## config.mk

```make
export PLATFORM = sky130hd
export DESIGN_NAME = kb_ascii_ctrl
export DESIGN_NICKNAME = d
export VERILOG_FILES = /design/src/rtl/kb_ascii_ctrl.sv
export SDC_FILE = /design/constraint.sdc
export NUM_CORES = 1
export LEC_CHECK = 0
export ABC_AREA = 1
export CAP_MARGIN = 0
export CORE_MARGIN = 2
export CORE_UTILIZATION = 50
export CTS_CLUSTER_DIAMETER = 30
export DETAILED_ROUTE_END_ITERATION = 12
export MAX_ROUTING_LAYER = met4
export PLACE_DENSITY = 0.75
export REMOVE_ABC_BUFFERS = 1
export SETUP_SLACK_MARGIN = 0.2
export SLEW_MARGIN = 30
export SYNTH_ARGS = -nofsm -noshare
export SYNTH_HDL_FRONTEND = slang
export SYNTH_SLANG_ARGS = --single-unit
```

## constraint.sdc

```tcl
create_clock -name clk -period 4.42 [get_ports clk]
set_input_delay 1.105 -clock clk [delete_from_list [all_inputs] [get_ports clk]]
set_output_delay 1.105 -clock clk [all_outputs]
set_load 0.01 [all_outputs]
```

## src/rtl/kb_ascii_ctrl.sv

```systemverilog
// PS/2 byte-stream sequencer: filters make/break/extended codes, tracks shift,
// drives the ASCII lookup, folds case and queues characters in a FWFT FIFO.
module kb_ascii_ctrl #(
  parameter int W = 2
) (
  input  logic       clk,
  input  logic       reset_n,
  input  logic       rx_done_tick,
  input  logic [7:0] scan_in,
  output logic [7:0] scan_code,
  input  logic [7:0] ascii_in,
  input  logic       rd,
  output logic [7:0] ascii_out,
  output logic       empty,
  output logic       full,
  output logic       shift_on,
  output logic       overflow,
  output logic       lost
);
  localparam int DEPTH = 2 ** W;

  typedef enum logic [2:0] {IDLE, LOOKUP, BRK, EXT, EXT_BRK} state_t;

  state_t     state;
  logic [7:0] mem [DEPTH];
  logic [W:0] wr_ptr;
  logic [W:0] rd_ptr;
  logic       is_shift;
  logic       push;
  logic       do_push;
  logic       do_pop;
  logic [7:0] push_data;

  assign is_shift  = (scan_in == 8'h12) || (scan_in == 8'h59);
  assign push      = (state == LOOKUP);
  // The lookup returns upper case; fold letters down unless shift is held.
  assign push_data = (!shift_on && (ascii_in >= 8'h41) && (ascii_in <= 8'h5A))
                     ? (ascii_in | 8'h20) : ascii_in;

  assign empty     = (wr_ptr == rd_ptr);
  assign full      = (wr_ptr[W-1:0] == rd_ptr[W-1:0]) && (wr_ptr[W] != rd_ptr[W]);
  assign do_pop    = rd && !empty;
  assign do_push   = push && (!full || do_pop);
  assign ascii_out = empty ? 8'h00 : mem[rd_ptr[W-1:0]];

  always_ff @(posedge clk or negedge reset_n) begin
    if (!reset_n) begin
      state     <= IDLE;
      scan_code <= 8'h00;
      shift_on  <= 1'b0;
      lost      <= 1'b0;
    end else begin
      case (state)
        IDLE: begin
          if (rx_done_tick) begin
            if (scan_in == 8'hF0) begin
              state <= BRK;
            end else if (scan_in == 8'hE0) begin
              state <= EXT;
            end else if (is_shift) begin
              shift_on <= 1'b1;
            end else begin
              scan_code <= scan_in;
              state     <= LOOKUP;
            end
          end
        end
        LOOKUP: begin
          state <= IDLE;
          if (rx_done_tick) lost <= 1'b1;
        end
        BRK: begin
          if (rx_done_tick) begin
            if (is_shift) shift_on <= 1'b0;
            state <= IDLE;
          end
        end
        EXT: begin
          if (rx_done_tick) state <= (scan_in == 8'hF0) ? EXT_BRK : IDLE;
        end
        EXT_BRK: begin
          if (rx_done_tick) state <= IDLE;
        end
        default: state <= IDLE;
      endcase
    end
  end

  // A push into a full FIFO only succeeds when the same cycle frees a slot.
  always_ff @(posedge clk or negedge reset_n) begin
    if (!reset_n) begin
      wr_ptr   <= '0;
      rd_ptr   <= '0;
      overflow <= 1'b0;
    end else begin
      if (do_push) wr_ptr <= wr_ptr + 1'b1;
      if (do_pop)  rd_ptr <= rd_ptr + 1'b1;
      if (push && full && !rd) overflow <= 1'b1;
    end
  end

  always_ff @(posedge clk) begin
    if (do_push) mem[wr_ptr[W-1:0]] <= push_data;
  end

endmodule

```

# Yosys cells after proc, flatten, opt, wreduce, memory -nomap -nowiden
# Memories as Yosys holds them, arrays and structs flattened.
# Cells that the tools add are included.
word_totals:
  regBits: 20
  ram_bits: 32
  inputBits: 20
  output_inout_bits: 21
  wordCells: 74
  mem_count: 1
op_classes:
  add_sub_neg: 2
  order_cmp: 2
  eq_ne: 20
  mux: 19
  bitwise_logic: 3
  reduce_logical: 20
mem_list:
  columns: ["memory", "depth", "word_bits", "read_ports", "rd_ports_with_merged_regs", "write_ports", "line", "rtl"]
  rows:
  - ["mem", 4, 8, 1, 0, 1, "25", "logic [7:0] mem [DEPTH];"]
op_table:
  columns: ["cell", "n"]
  rows:
  - ["$mux 3", 7]
  - ["$eq 8x8->1 const B", 2]
  - ["$ne 2x2->1 const B", 7]
  - ["$pmux 3 s3", 1]
  - ["$eq 8x5->1 const B", 1]
  - ["$eq 8x7->1 const B", 1]
  - ["$ge 8x7->1 const B", 1]
  - ["$le 8x7->1 const B", 1]
  - ["$mux 1", 8]
  - ["$mux 8", 1]
  - ["$logic_and 1x1->1", 7]
  - ["$reduce_and 7->1", 1]
  - ["$add 3x1->3 const B", 2]
  - ["$eq 3x2->1 const B", 2]
  - ["$mux 6", 1]
  - ["$reduce_and 5->1", 1]
  - ["$logic_not 1->1", 4]
  - ["$ne 4x4->1 const B", 1]
  - ["$reduce_and 4->1", 1]
  - ["$eq 3x1->1 const B", 1]
  - ["$eq 3x3->1", 1]
  - ["$eq 3x3->1 const B", 1]
  - ["$logic_not 3->1", 1]
  - ["$not 1->1", 3]
  - ["other kinds (8)", 9]

# Longest topological paths before layout
logic_depth:
  depth_word: 7
  depth_mapped: 9

# Least setup slack after synthesis
# Ideal clock, no wire load.
synth_path:
  path_kind: "register to output"
  startpoint: "reg rd_ptr[0]"
  endpoint: "out ascii_out[0]"
  arrival_time_ns: 1.116
  required_time_ns: 3.315
  path_slack_ns: 2.199
  path_stages_with_launch: 8
  n_path_buf: 2
  path_cell_list: "dfrtp_1 buf_6 inv_1 buf_2 nor2_1 o21ai_1 nand2_1 inv_1"
synth_between:
  elab_chain_cells: 2
synth_rtl:
  columns: ["element", "line", "rtl"]
  rows:
  - ["start: declaration", "27", "logic [W:0] rd_ptr;"]
  - ["start signal: assignment", "97", "if (do_pop) rd_ptr <= rd_ptr + 1'b1;"]
  - ["$mem_v2 4x8 or $eq 3x3->1 (tied branches)", null, null]
  - ["$mux 8 *", "44", "assign ascii_out = empty ? 8'h00 : mem[rd_ptr[W-1:0]];"]
  - ["end: declaration", "13", "output logic [7:0] ascii_out,"]
# Every way passes the cells marked *; elsewhere a longest branch is shown, timed or not.

# Worst setup path after layout
layout_path:
  startpoint: "reg rd_ptr[0]"
  endpoint: "out ascii_out[1]"
# Same word-level chain as after synthesis.

==> results.json <==
{
  "outcome": "completed",
  "core_area_um2": 5042,
  "pre_cts_ws_ps": 1300,
  "final_cell_area_um2": 3129,
  "cp_cell_sequence": "inv_1 > o21ai_0 > o21ai_1 > nand2_1 > inv_1 > clkdlybuf4s50_1",
  "syn_avg_cell_area_um2": 9.136,
  "syn_inst": 282,
  "rsz0062_at_grt": "no",
  "ys_async_sr_fraction": 0.3846,
  "hold_ws_ps": 460.4,
  "cts_max_level": 2,
  "cts_tree": "built",
  "synth_top_area_cell": "edfxtp_1",
  "maxCapViolCount": 0,
  "max_slew.worst_pin.slew_ps": 818.5,
  "setup_viol": 0,
  "grt_pass1_vias": 1740,
  "synth_common_cells": "nand2_1 (58), nor2_1 (43), inv_1 (41)",
  "final_util": 0.6206,
  "layout-drive-gt1-share": 0.06790,
  "fin_cells": 394,
  "hold_path.class": "reg -> reg",
  "clock_skew_ps": 7.240,
  "post-route-period-util": 0.7766,
  "worstPathMaxFanout": 20,
  "grt_first_pass_wirelength_um": 7859,
  "relSlewSlack": 0.4523,
  "fillers": 437,
  "gr-total-overflow": 0,
  "dp_cells": 386,
  "finalCriticalPeriod_ps": 3433,
  "slew_viol_final": 0,
  "ant_nets": 0,
  "antenna_found_initial": 0,
  "min_path_cells": 1,
  "port-buffer-count": 40,
  "routed_wl_um": 4784,
  "die_x_um": 75.78,
  "place.gp.congestion": 0.8563,
  "clk_path_buf_depth": 2,
  "via_per_inst": 4.772,
  "synth-edff-count": 32,
  "drt_first_pass_iters": 4,
  "synth.most_common_cell": "nand2_1",
  "syn2layout_area_growth_pct": 21.47,
  "critPathKind": "reg -> out",
  "synthFlopType": "edfxtp_1",
  "grt_max_degree": 21,
  "netlist.area_leader.share": 0.3730,
  "synth_area_leaders": "edfxtp_1 (37%), dfrtp_1 (19%), nand2_1 (8.5%), nor2_1 (6.3%), inv_1 (6.0%)",
  "clkLatencyLatePin_ps": 290,
  "post-route-drc-count": 0,
  "drt_iter0_markers": 102,
  "seq_area_frac_synth": 0.5673,
  "crit_arrival_ps": 2330,
  "synthDistinctLibCells": 28,
  "leakagePower_nw": 1.395,
  "finalHoldViolCount": 0,
  "nets": 348,
  "ys_ff_latch": 52,
  "slowest_delay_ps": 720,
  "ctsResizeCount": 0,
  "reg2regPathDepth": 4,
  "diodes": 0,
  "syn_area_um2": 2576,
  "clock.fmax_mhz": 291.3,
  "grt_util_all_layers": 0.1913,
  "placedInstanceArea_um2": 3023,
  "fin_total_pwr_mw": 2.017,
  "start_util": 0.5109,
  "numCtsBuffers": 5,
  "path_clk_slew_ps": 90,
  "cts_root_buffer": "clkbuf_8",
  "ios": 41,
  "crit_path_end_kind": "primary output",
  "setup_tns_ps": 0,
  "cpMostUsedCell": "inv_1",
  "ctsHoldBuffers": 0,
  "ys_warn_count": 0,
  "die_h_um": 75.78,
  "cp.required_ps": 3310,
  "placement_rows": 26,
  "irDropWorstVdd_mv": 0.2305,
  "crit_path_start_kind": "register",
  "cp_slowest_cell": "dfrtp_1",
  "dieArea_um2": 5743,
  "via_count": 1880,
  "cts_sinks": 52,
  "postCtsSetupBuffers": 0,
  "wl_per_cell_um": 12.14,
  "dp_hpwl_um": 3531,
  "fin_ws_ps": 987.4,
  "power_density_nw_per_um2": 644.5
}
[state kept, by name, summed over array words and instances (netlist names)]
| name | flops |
|---|---|
| mem | 32 |
| shift_on | 1 |
| scan_code | 8 |
| lost | 1 |
| rd_ptr | 3 |
| state | 3 |
| overflow | 1 |
| wr_ptr | 3 |
[path summary, 6_finish.rpt]
kind / from / to / slack [ps]
max in group asynchronous: reset_n / overflow / 3340
hold / removal: lost / lost / 460
setup / recovery: rd_ptr[0] / ascii_out[1] / 990
hold reg to reg: lost / lost / 460
setup reg to reg: rd_ptr[0] / mem[1][7] / 2170
min in group asynchronous: reset_n / state[2] / 750
[layout make-up]
type,instances,area (um2),share of cell area
Clock inverter,3,42.54,0.01359
Clock buffer,5,68.82,0.02199
Tap cell,70,87.58,0.02799
Timing Repair Buffer,40,395.4,0.1263
Sequential cell,52,1461,0.4670
Multi-Input combinational cell,180,908.4,0.2903
Inverter,44,165.2,0.05278
[critical path: cells and delay by family, from the launching register on]
| kind | cells | cell delay (ps) |
|---|---|---|
| compound gates | 2 | 350 |
| buf+inv | 3 | 890 |
| simple gates | 1 | 70 |
| flops | 1 | 720 |
[cell families after synthesis]
group / count (synthesis) / synth area share
AND/OR/NAND/NOR: 132 / 0.2224
flip-flops: 52 / 0.5673
XOR/XNOR: 4 / 0.01943
adder cells (fa/ha/maj): 5 / 0.02428
buffers and inverters: 50 / 0.08013
AO/OA/AOI/OAI: 39 / 0.08645
[cells in the final DEF (no fill, tap or decap), types with 2 or more instances in the layout]
| cell type | instances |
|---|---|
| nand3_1 | 16 |
| xnor2_2 | 2 |
| nand2_1 | 58 |
| nand2_2 | 3 |
| clkbuf_8 | 5 |
| ha_1 | 5 |
| inv_2 | 3 |
| nor3_1 | 2 |
| edfxtp_1 | 32 |
| nor2_2 | 2 |
| o21ai_0 | 16 |
| nand4_1 | 3 |
| dfrtp_1 | 20 |
| inv_1 | 41 |
| nor2_1 | 43 |
| o21ai_1 | 11 |
| nand3_2 | 2 |
| o21bai_1 | 9 |
| clkdlybuf4s50_1 | 39 |
[routing by layer]
layer | routed length (um) | vias to the layer above | GRT usage
met5 | 0 | - | -
met4 | 34 | 0 | 0.05848
met3 | 143 | 2 | 0.03175
met2 | 2403 | 38 | 0.3266
met1 | 2204 | 850 | 0.2324
li1 | - | 990 | -
[power breakdown]
group	switching (mW)	total (mW)	internal, mW
logic	0.479	0.917	0.438
registers	0.115	0.784	0.668
clock network	0.148	0.316	0.168
total	0.742	2.02	1.27
(Power assumes the default switching activity.)
